`config.mk`:
```
export PLATFORM = sky130hd
export DESIGN_NAME = out_port_alloc
export DESIGN_NICKNAME = d
export VERILOG_FILES = /design/src/rtl/out_port_alloc.sv
export SDC_FILE = /design/constraint.sdc
export NUM_CORES = 1
export LEC_CHECK = 0
export CORE_MARGIN = 8
export CORE_UTILIZATION = 44
export DETAILED_ROUTE_END_ITERATION = 10
export GPL_TIMING_DRIVEN = 0
export SETUP_SLACK_MARGIN = 0.4
export SLEW_MARGIN = 20
export SYNTH_ARGS = -nofsm -noshare
export SYNTH_HDL_FRONTEND = slang
export SYNTH_SLANG_ARGS = --single-unit
```
`constraint.sdc`:
```
create_clock -name clk -period 6.9 [get_ports clk]
set_clock_uncertainty 0.2 [all_clocks]
set_input_delay 1.035 -clock clk [delete_from_list [all_inputs] [get_ports clk]]
set_output_delay 1.035 -clock clk [all_outputs]
set_load 0.01 [all_outputs]
```
`src/rtl/out_port_alloc.sv`:
```
// ---------------------------------------------------------------------------
// out_port_alloc
//
// Wormhole allocator for a single router output port. Input ports request
// the output in one of two classes: multicast (m_req, masked by multab_ct)
// and unicast (u_req). Multicast is preferred. Within each class a
// round-robin pointer decides among the requesters. A unicast age counter
// forces a unicast grant once AGE_MAX multicast grants have gone by while
// unicast traffic was waiting. A winning input holds the output until the
// tail flit of its packet crosses (fire with the owner's tail bit set).
//
// Parameters
//   NPORT    number of input ports (>= 2)
//   AGE_MAX  multicast wins tolerated while unicast waits (>= 1)
//
// Ports
//   clk        clock, all state changes on the rising edge
//   rst_       synchronous, active-high reset
//   u_req      unicast request per input port
//   m_req      multicast request per input port
//   multab_ct  multicast/absorb contention, masks the matching m_req bit
//   tail       head-of-line flit at input i is a tail flit
//   fire       one flit crossed this output port this cycle
//   grt        registered grant, one-hot or zero
//   grt_mc     current grant belongs to the multicast class
//   busy       output port is locked to a packet
//   starve     unicast forcing active (age counter at AGE_MAX)
// ---------------------------------------------------------------------------
module out_port_alloc #(
    parameter int NPORT   = 5,
    parameter int AGE_MAX = 15
) (
    input  logic             clk,
    input  logic             rst_,
    input  logic [NPORT-1:0] u_req,
    input  logic [NPORT-1:0] m_req,
    input  logic [NPORT-1:0] multab_ct,
    input  logic [NPORT-1:0] tail,
    input  logic             fire,
    output logic [NPORT-1:0] grt,
    output logic             grt_mc,
    output logic             busy,
    output logic             starve
);

    localparam int PW = (NPORT > 1) ? $clog2(NPORT) : 1;
    localparam int AW = (AGE_MAX > 1) ? $clog2(AGE_MAX + 1) : 1;

    localparam logic [0:0] ST_IDLE   = 1'b0;
    localparam logic [0:0] ST_LOCKED = 1'b1;

    localparam logic [PW-1:0] LAST_PORT = PW'(NPORT - 1);
    localparam logic [AW-1:0] AGE_TOP   = AW'(AGE_MAX);

    logic [0:0]       state;
    logic [PW-1:0]    rr_u;
    logic [PW-1:0]    rr_m;
    logic [AW-1:0]    age;

    logic [NPORT-1:0] em;
    logic [NPORT-1:0] eu;
    logic             pick_mc;
    logic             pick_uc;
    logic             grant_now;
    logic             pkt_done;
    logic [PW-1:0]    win_m;
    logic [PW-1:0]    win_u;
    logic [PW-1:0]    win;
    logic [PW-1:0]    win_next;
    logic [NPORT-1:0] win_onehot;

    // First set bit of req, scanning upward from ptr and wrapping at NPORT-1.
    // Returns 0 when req is empty; callers only use it with a non-empty set.
    function automatic logic [PW-1:0] rr_pick(input logic [NPORT-1:0] req,
                                              input logic [PW-1:0]    ptr);
        logic [PW-1:0] pick;
        logic          found;
        int            idx;
        pick  = '0;
        found = 1'b0;
        for (int k = 0; k < NPORT; k++) begin
            idx = int'(ptr) + k;
            if (idx >= NPORT) begin
                idx = idx - NPORT;
            end
            if (!found && req[idx]) begin
                found = 1'b1;
                pick  = PW'(idx);
            end
        end
        return pick;
    endfunction

    // Eligible sets. Contention only suppresses the multicast request of a
    // port; a unicast request on the same port stays eligible.
    assign em = m_req & ~multab_ct;
    assign eu = u_req;

    assign starve = (age == AGE_TOP);
    assign busy   = (state == ST_LOCKED);

    // Class selection and winner computation. Both round-robin scans run in
    // parallel and the class decision picks one result, so a port that
    // requests in both classes can only ever receive one grant.
    always_comb begin
        pick_mc    = 1'b0;
        pick_uc    = 1'b0;
        grant_now  = 1'b0;
        win_m      = rr_pick(em, rr_m);
        win_u      = rr_pick(eu, rr_u);
        win        = win_u;
        win_next   = '0;
        win_onehot = '0;

        if ((|em) && !starve) begin
            pick_mc = 1'b1;
        end else if (|eu) begin
            pick_uc = 1'b1;
        end

        grant_now = (state == ST_IDLE) && (pick_mc || pick_uc);

        if (pick_mc) begin
            win = win_m;
        end

        if (win == LAST_PORT) begin
            win_next = '0;
        end else begin
            win_next = win + PW'(1);
        end

        win_onehot[win] = 1'b1;
    end

    // The packet ends when a flit fires and the owning input's head flit is
    // a tail. Tail bits of other inputs are ignored by the grant mask.
    assign pkt_done = (state == ST_LOCKED) && fire && (|(tail & grt));

    // Grant lock: IDLE arbitrates, LOCKED holds the grant untouched until
    // the owner's tail crosses, giving one idle bubble between packets.
    always_ff @(posedge clk) begin
        if (rst_) begin
            state  <= ST_IDLE;
            grt    <= '0;
            grt_mc <= 1'b0;
        end else begin
            case (state)
                ST_IDLE: begin
                    if (grant_now) begin
                        state  <= ST_LOCKED;
                        grt    <= win_onehot;
                        grt_mc <= pick_mc;
                    end
                end
                ST_LOCKED: begin
                    if (pkt_done) begin
                        state  <= ST_IDLE;
                        grt    <= '0;
                        grt_mc <= 1'b0;
                    end
                end
                default: begin
                    state  <= ST_IDLE;
                    grt    <= '0;
                    grt_mc <= 1'b0;
                end
            endcase
        end
    end

    // Round-robin pointers advance past the winner of their own class only;
    // the other class keeps its position.
    always_ff @(posedge clk) begin
        if (rst_) begin
            rr_u <= '0;
            rr_m <= '0;
        end else if (grant_now) begin
            if (pick_mc) begin
                rr_m <= win_next;
            end else begin
                rr_u <= win_next;
            end
        end
    end

    // Unicast age: counts multicast grants issued while unicast is waiting.
    // Cleared as soon as unicast stops requesting or wins a grant, and
    // saturates at AGE_MAX, where it forces the next arbitration to unicast.
    always_ff @(posedge clk) begin
        if (rst_) begin
            age <= '0;
        end else if (u_req == '0) begin
            age <= '0;
        end else if (grant_now && pick_uc) begin
            age <= '0;
        end else if (grant_now && pick_mc && (age != AGE_TOP)) begin
            age <= age + AW'(1);
        end
    end

endmodule

```
# After elaboration in Yosys (flattened, before gate mapping)
# Index checks and enable logic that the tools add are counted.
# op_classes
bitwise,5
n_eq_ne,5
reduce_logical,34
n_lt_le_gt_ge,22
mux,74
add_sub_neg,20
# ops
operator,n
$lt A32 B5 Y1 const B,10
$mux W32,10
$sub A4 B3 Y5 const B,8
$mux W1,36
$mux W3,12
$ge A4 B3 Y1 const B,8
$bmux W1 S3,10
$add A3 B2 Y4 const B,4
$logic_and A1 B1 Y1,16
$reduce_or A5 Y1,3
$and A5 B5 Y5,2
$mux W5,2
$pmux W5 S2,1
$logic_not A1 Y1,9
$add A3 B1 Y4 const B,2
$add A3 B3 Y4 const B,2
$sub A3 B3 Y4 const B,2
$ge A3 B3 Y1 const B,2
$reduce_and A2 Y1,3
$logic_not A5 Y1,1
$not A5 Y5,1
$add A4 B1 Y4 const B,1
$eq A4 B4 Y1 const B,1
$lt A3 B4 Y1 const B,1
other kinds (11),13
# word_totals
wordCells,166
input_bits,23
regBits,17
out_inout_bits,8

# Longest topological paths before layout
# logic_depth
depth_word,25
ltp_mapped,15
ltp_nobuf,13

# Worst setup path after synthesis
# OpenSTA, ideal clock, no wires.
# synth_timing
kind,register -> register
from,register rr_u[0]
to,register grt[0]
setup_time_ns,0.117
path_buffers,2
stages_incl_launch_ff,16
arrival_time_ns,3.721
slack_ns,2.862
cell_sequence,dfxtp_1 buf_2 clkinv_1 ha_1 inv_1 ha_1 clkbuf_1 or4_4 o211a_1 a221oi_2 a221o_1 nand3_1 or4b_1 o211a_1 a2bb2oi_1 a32o_1
# synth_between
elab_chain_len,25
elab_cells_between_ends,59
classes_between,9 x add/sub; 7 x order compare; 34 x mux; 9 x reduce/logical
# synth_lines
item,line,source
from (decl),56,logic [PW-1:0] rr_u;
from (signal assigned),182,rr_u <= win_next;
branches (longest 17 deep; another with $sub A4 B3 Y5),--,
$mux W3 *,86,if (!found && req[idx]) begin
$mux W3 *,123,if (pick_mc) begin
$lt A3 B4 Y1 (implied by the code) or $ge A3 B1 Y1 (tied branches),133,win_onehot[win] = 1'b1;
$logic_and A1 B1 Y1 (implied by the code),133,
$mux W1 (implied by the code),133,
$demux W1 S3 *,133,
$mux W5 *,150,if (grant_now) begin
$pmux W5 S2 *,148,case (state)
to (signal assigned),152,grt <= win_onehot;
to (decl),40,"output logic [NPORT-1:0] grt,"
# Mark *: on every way between the ends. The select of a mux whose other input is x is not followed.
# A chain may end at the register's enable or synchronous reset.

# Final worst setup path
# Ends and elaborated chain as after synthesis.

==> impl_metrics.tcl <==
set metrics [dict create \
    antennaDiodeCount 0 \
    fp.dieW_um 100 \
    clock_tree_from_tritoncts "built" \
    synthArstFlopShare_pct 0 \
    grt_pass1_vias 2992 \
    synthesis.nets 450 \
    crit-reg2reg-capture "grt[0]$_SDFFE_PP0P_" \
    cts_resized 0 \
    worst_setup_path_start_kind "flop" \
    route.detailed.drc 0 \
    most_common_flop_cell_mapped_by_yosys "sky130_fd_sc_hd__dfxtp_1" \
    worstMarginPinSlew_ns 0.641 \
    post_synth.cell_area_avg_sq_um 7.75 \
    min_to "grt_mc$_SDFFE_PP0P_" \
    start_util_pct 45.6 \
    critical_path.reg2reg.startpoint "rr_u[0]$_SDFFE_PP0P_" \
    synth-seq-area-share_pct 10.9 \
    synth_cell_types 81 \
    fin_cells 530 \
    design_power_total_mw 1.43 \
    synth_warnings 0 \
    post-cts-setup-buffer-count 0 \
    core_sq_um 6830 \
    worst_setup_hold_path_clk_slew_ns 0.07 \
    worst_r2r_path_depth 15 \
    max-slew-margin-rel_pct 57.0 \
    fin_crit_share_pct 71.0 \
    design.portCount 31 \
    post_synth_edffs 0 \
    drt_first_pass_iters 5 \
    clock_latency_ns 0.25 \
    fillerInstances 702 \
    total_leakage_power_nw 1.45 \
    postSynthRegisterBits 17 \
    grt_max_degree 12 \
    clock_tree.buffer_depth 2 \
    routed-via-count 3181 \
    worstHoldStart "grt_mc$_SDFFE_PP0P_" \
    layout-drive-gt1-share_pct 10.6 \
    clock_sinks 17 \
    cap_viol_max_count 0 \
    fin_tns_setup_ns 0 \
    post-synth-top-area-fraction_pct 10.9 \
    cts_root_buf "sky130_fd_sc_hd__clkbuf_8" \
    area_growth_from_synthesis_to_final_layout_pct 14.3 \
    grt_use_total_pct 17.9 \
    finalNetCount 483 \
    dpl.cell_count 526 \
    antenna_found_initial 0 \
    dieHeight_um 100 \
    whs_path_depth 2 \
    routabilityCongestion 0.878 \
    syn-instance-count 402 \
    wp_data_required_ns 6.84 \
    route.antenna.remaining_nets 0 \
    setup_viol_count_final 0 \
    cts.htree.levels 1 \
    wirelength_um 9010 \
    run_status "finished, final reports clean" \
    power_density_nw_per_um2 402 \
    numCtsBuffers 3 \
    maxClockFrequency_mhz 204 \
    worst_ir_drop_vdd_mv 0.251 \
    post_cts_hold_buffer_count 0 \
    port_buf_inserts 28 \
    slew_viol_final 0 \
    grt-ovfl-total 0 \
    layout_min_cycle_time_ns 4.90 \
    yosysTopAreaCell "sky130_fd_sc_hd__dfxtp_1" \
    dp.final_hpwl_um 7090 \
    synth_area_leaders "sky130_fd_sc_hd__dfxtp_1 11%, sky130_fd_sc_hd__ha_1 10%, sky130_fd_sc_hd__mux2i_1 4.8%" \
    timing.hold.worst.class "flop to flop" \
    worst-setup-path-type "flop to flop" \
    critPathMaxFanout 11 \
    global_route_wire_length_before_repair_um 14900 \
    end_kind "flop" \
    floorplan.die_area_sq_um 10000 \
    drt-initial-drc-count 177 \
    wl_per_cell_um 17.0 \
    setup.reg_to_reg.worst_slack_ns 2.00 \
    core.rowCount 30 \
    routed_via_density 6.00 \
    rsz0062_at_grt "false" \
    count_of_endpoints_failing_hold_in_the_final_timing_report 0 \
    critPathArrivalTime_ns 4.84 \
    synthesis.area_sq_um 3120 \
]
## Yosys cell counts (6+ instances only)
cell and number:
sky130_fd_sc_hd__nand2_1 28, sky130_fd_sc_hd__a21o_1 6, sky130_fd_sc_hd__clkbuf_1 8, sky130_fd_sc_hd__a21oi_1 23, sky130_fd_sc_hd__nand2b_1 16, sky130_fd_sc_hd__xnor2_1 7
sky130_fd_sc_hd__a211oi_1 8, sky130_fd_sc_hd__nor3_1 8, sky130_fd_sc_hd__mux2i_1 15, sky130_fd_sc_hd__nand3_1 15, sky130_fd_sc_hd__inv_1 14, sky130_fd_sc_hd__dfxtp_1 17
sky130_fd_sc_hd__o211ai_1 7, sky130_fd_sc_hd__and2_1 7, sky130_fd_sc_hd__nor2_1 26, sky130_fd_sc_hd__buf_2 9, sky130_fd_sc_hd__o21ai_0 16, sky130_fd_sc_hd__ha_1 25
sky130_fd_sc_hd__nor2b_1 16
## flip-flops by register name, indices dropped and copies added (netlist names)
signal,cells
grt,5
age,4
rr_m,3
rr_u,3
busy,1
grt_mc,1
## final cells by class
class | count | area (sq um) | share of cell area [%]
well taps | 96 | 120 | 3.37
flip-flops and latches | 17 | 340 | 9.55
clock buffers | 4 | 45.0 | 1.26
inverters | 15 | 56.3 | 1.58
multi-input cells | 351 | 2620 | 73.6
plain buffers | 19 | 97.6 | 2.74
repair buffers | 28 | 280 | 7.87
## critical path: stages (launching register included)
cell                        delay, ns
sky130_fd_sc_hd__dfxtp_1         0.44
sky130_fd_sc_hd__buf_2           0.25
sky130_fd_sc_hd__clkinv_1        0.42
sky130_fd_sc_hd__ha_1            0.37
sky130_fd_sc_hd__inv_1           0.05
sky130_fd_sc_hd__ha_1            0.21
sky130_fd_sc_hd__clkbuf_1        0.21
sky130_fd_sc_hd__or4_4           0.53
sky130_fd_sc_hd__o211a_1         0.20
sky130_fd_sc_hd__a221oi_2        0.24
sky130_fd_sc_hd__a221o_1         0.25
sky130_fd_sc_hd__nand3_1         0.13
sky130_fd_sc_hd__nor4b_1         0.21
sky130_fd_sc_hd__a31oi_1         0.51
sky130_fd_sc_hd__a2bb2oi_1       0.25
sky130_fd_sc_hd__a32o_1          0.31
## worst max-delay path by stage
stage	startpoint	to	depth (start not counted)
after global routing	rr_u[0]$_SDFFE_PP0P_	grt[0]$_SDFFE_PP0P_	14
after global placement	rr_u[0]$_SDFFE_PP0P_	grt[0]$_SDFFE_PP0P_	15
after detailed placement	rr_u[0]$_SDFFE_PP0P_	grt[0]$_SDFFE_PP0P_	14
after CTS	rr_u[0]$_SDFFE_PP0P_	grt[0]$_SDFFE_PP0P_	15
final	rr_u[0]$_SDFFE_PP0P_	grt[0]$_SDFFE_PP0P_	15
after floorplan	rr_u[0]$_SDFFE_PP0P_	grt[0]$_SDFFE_PP0P_	15
## kinds of logic (layout without fill, tap and decap cells)
group | after synthesis | count (layout) | share of synthesized area, %
and+or+nand+nor | 159 | 159 | 28.5
AOI/OAI and AO/OA | 132 | 132 | 33.6
buffers and inverters | 34 | 66 | 4.94
adders and majority gates | 25 | 25 | 10.0
muxes | 22 | 22 | 8.07
DFF | 17 | 17 | 10.9
xor gates and xnor gates | 13 | 13 | 3.89
## layer usage
| metal | up-vias | GRT usage, % | share of wire [%] |
|---|---|---|---|
| met1 | 1508 | 24.9 | 49 |
| li1 | 1597 | - | - |
| met4 | 0 | 3.14 | 0.34 |
| met5 | - | 0 | 0 |
| met3 | 2 | 1.73 | 5.0 |
| met2 | 74 | 29.0 | 46 |
## layout by cell type (no fill, tap or decap), drive strengths merged, types with 6 or more instances in the layout
cell type,synthesis,final
nand2b,16,16
clkbuf,8,12
dfxtp,17,17
a21oi,23,23
buf,11,11
o21ai,16,16
nand2,29,29
and2,8,8
ha,25,25
nand3,15,15
xnor2,8,8
inv,14,14
mux2i,15,15
nor2,26,26
a21o,6,6
nor3,8,8
nor2b,17,17
clkdlybuf4s50,0,28
o211ai,8,8
a211oi,11,11
## where the power goes
| group | leakage (nW) | internal, mW | total [mW] | switching (mW) |
|---|---|---|---|---|
| sequential | 0.139 | 0.122 | 0.158 | 0.0360 |
| clock | 0.0228 | 0.0409 | 0.0734 | 0.0325 |
| combinational | 1.29 | 0.520 | 1.20 | 0.679 |
## stage by stage
stage	util, %	hold WS, ns	instance area, sq um	worst slack, ns
2_1_floorplan	-	0.252	3120	2.86
3_3_place_gp	51.5	0.255	3520	2.13
3_5_place_dp	51.5	0.262	3520	2.13
4_1_cts	52.1	0.270	3560	2.10
5_1_grt	52.1	0.281	3560	1.68
6_report	52.1	0.272	3560	2.00
(Power assumes the default switching activity.)
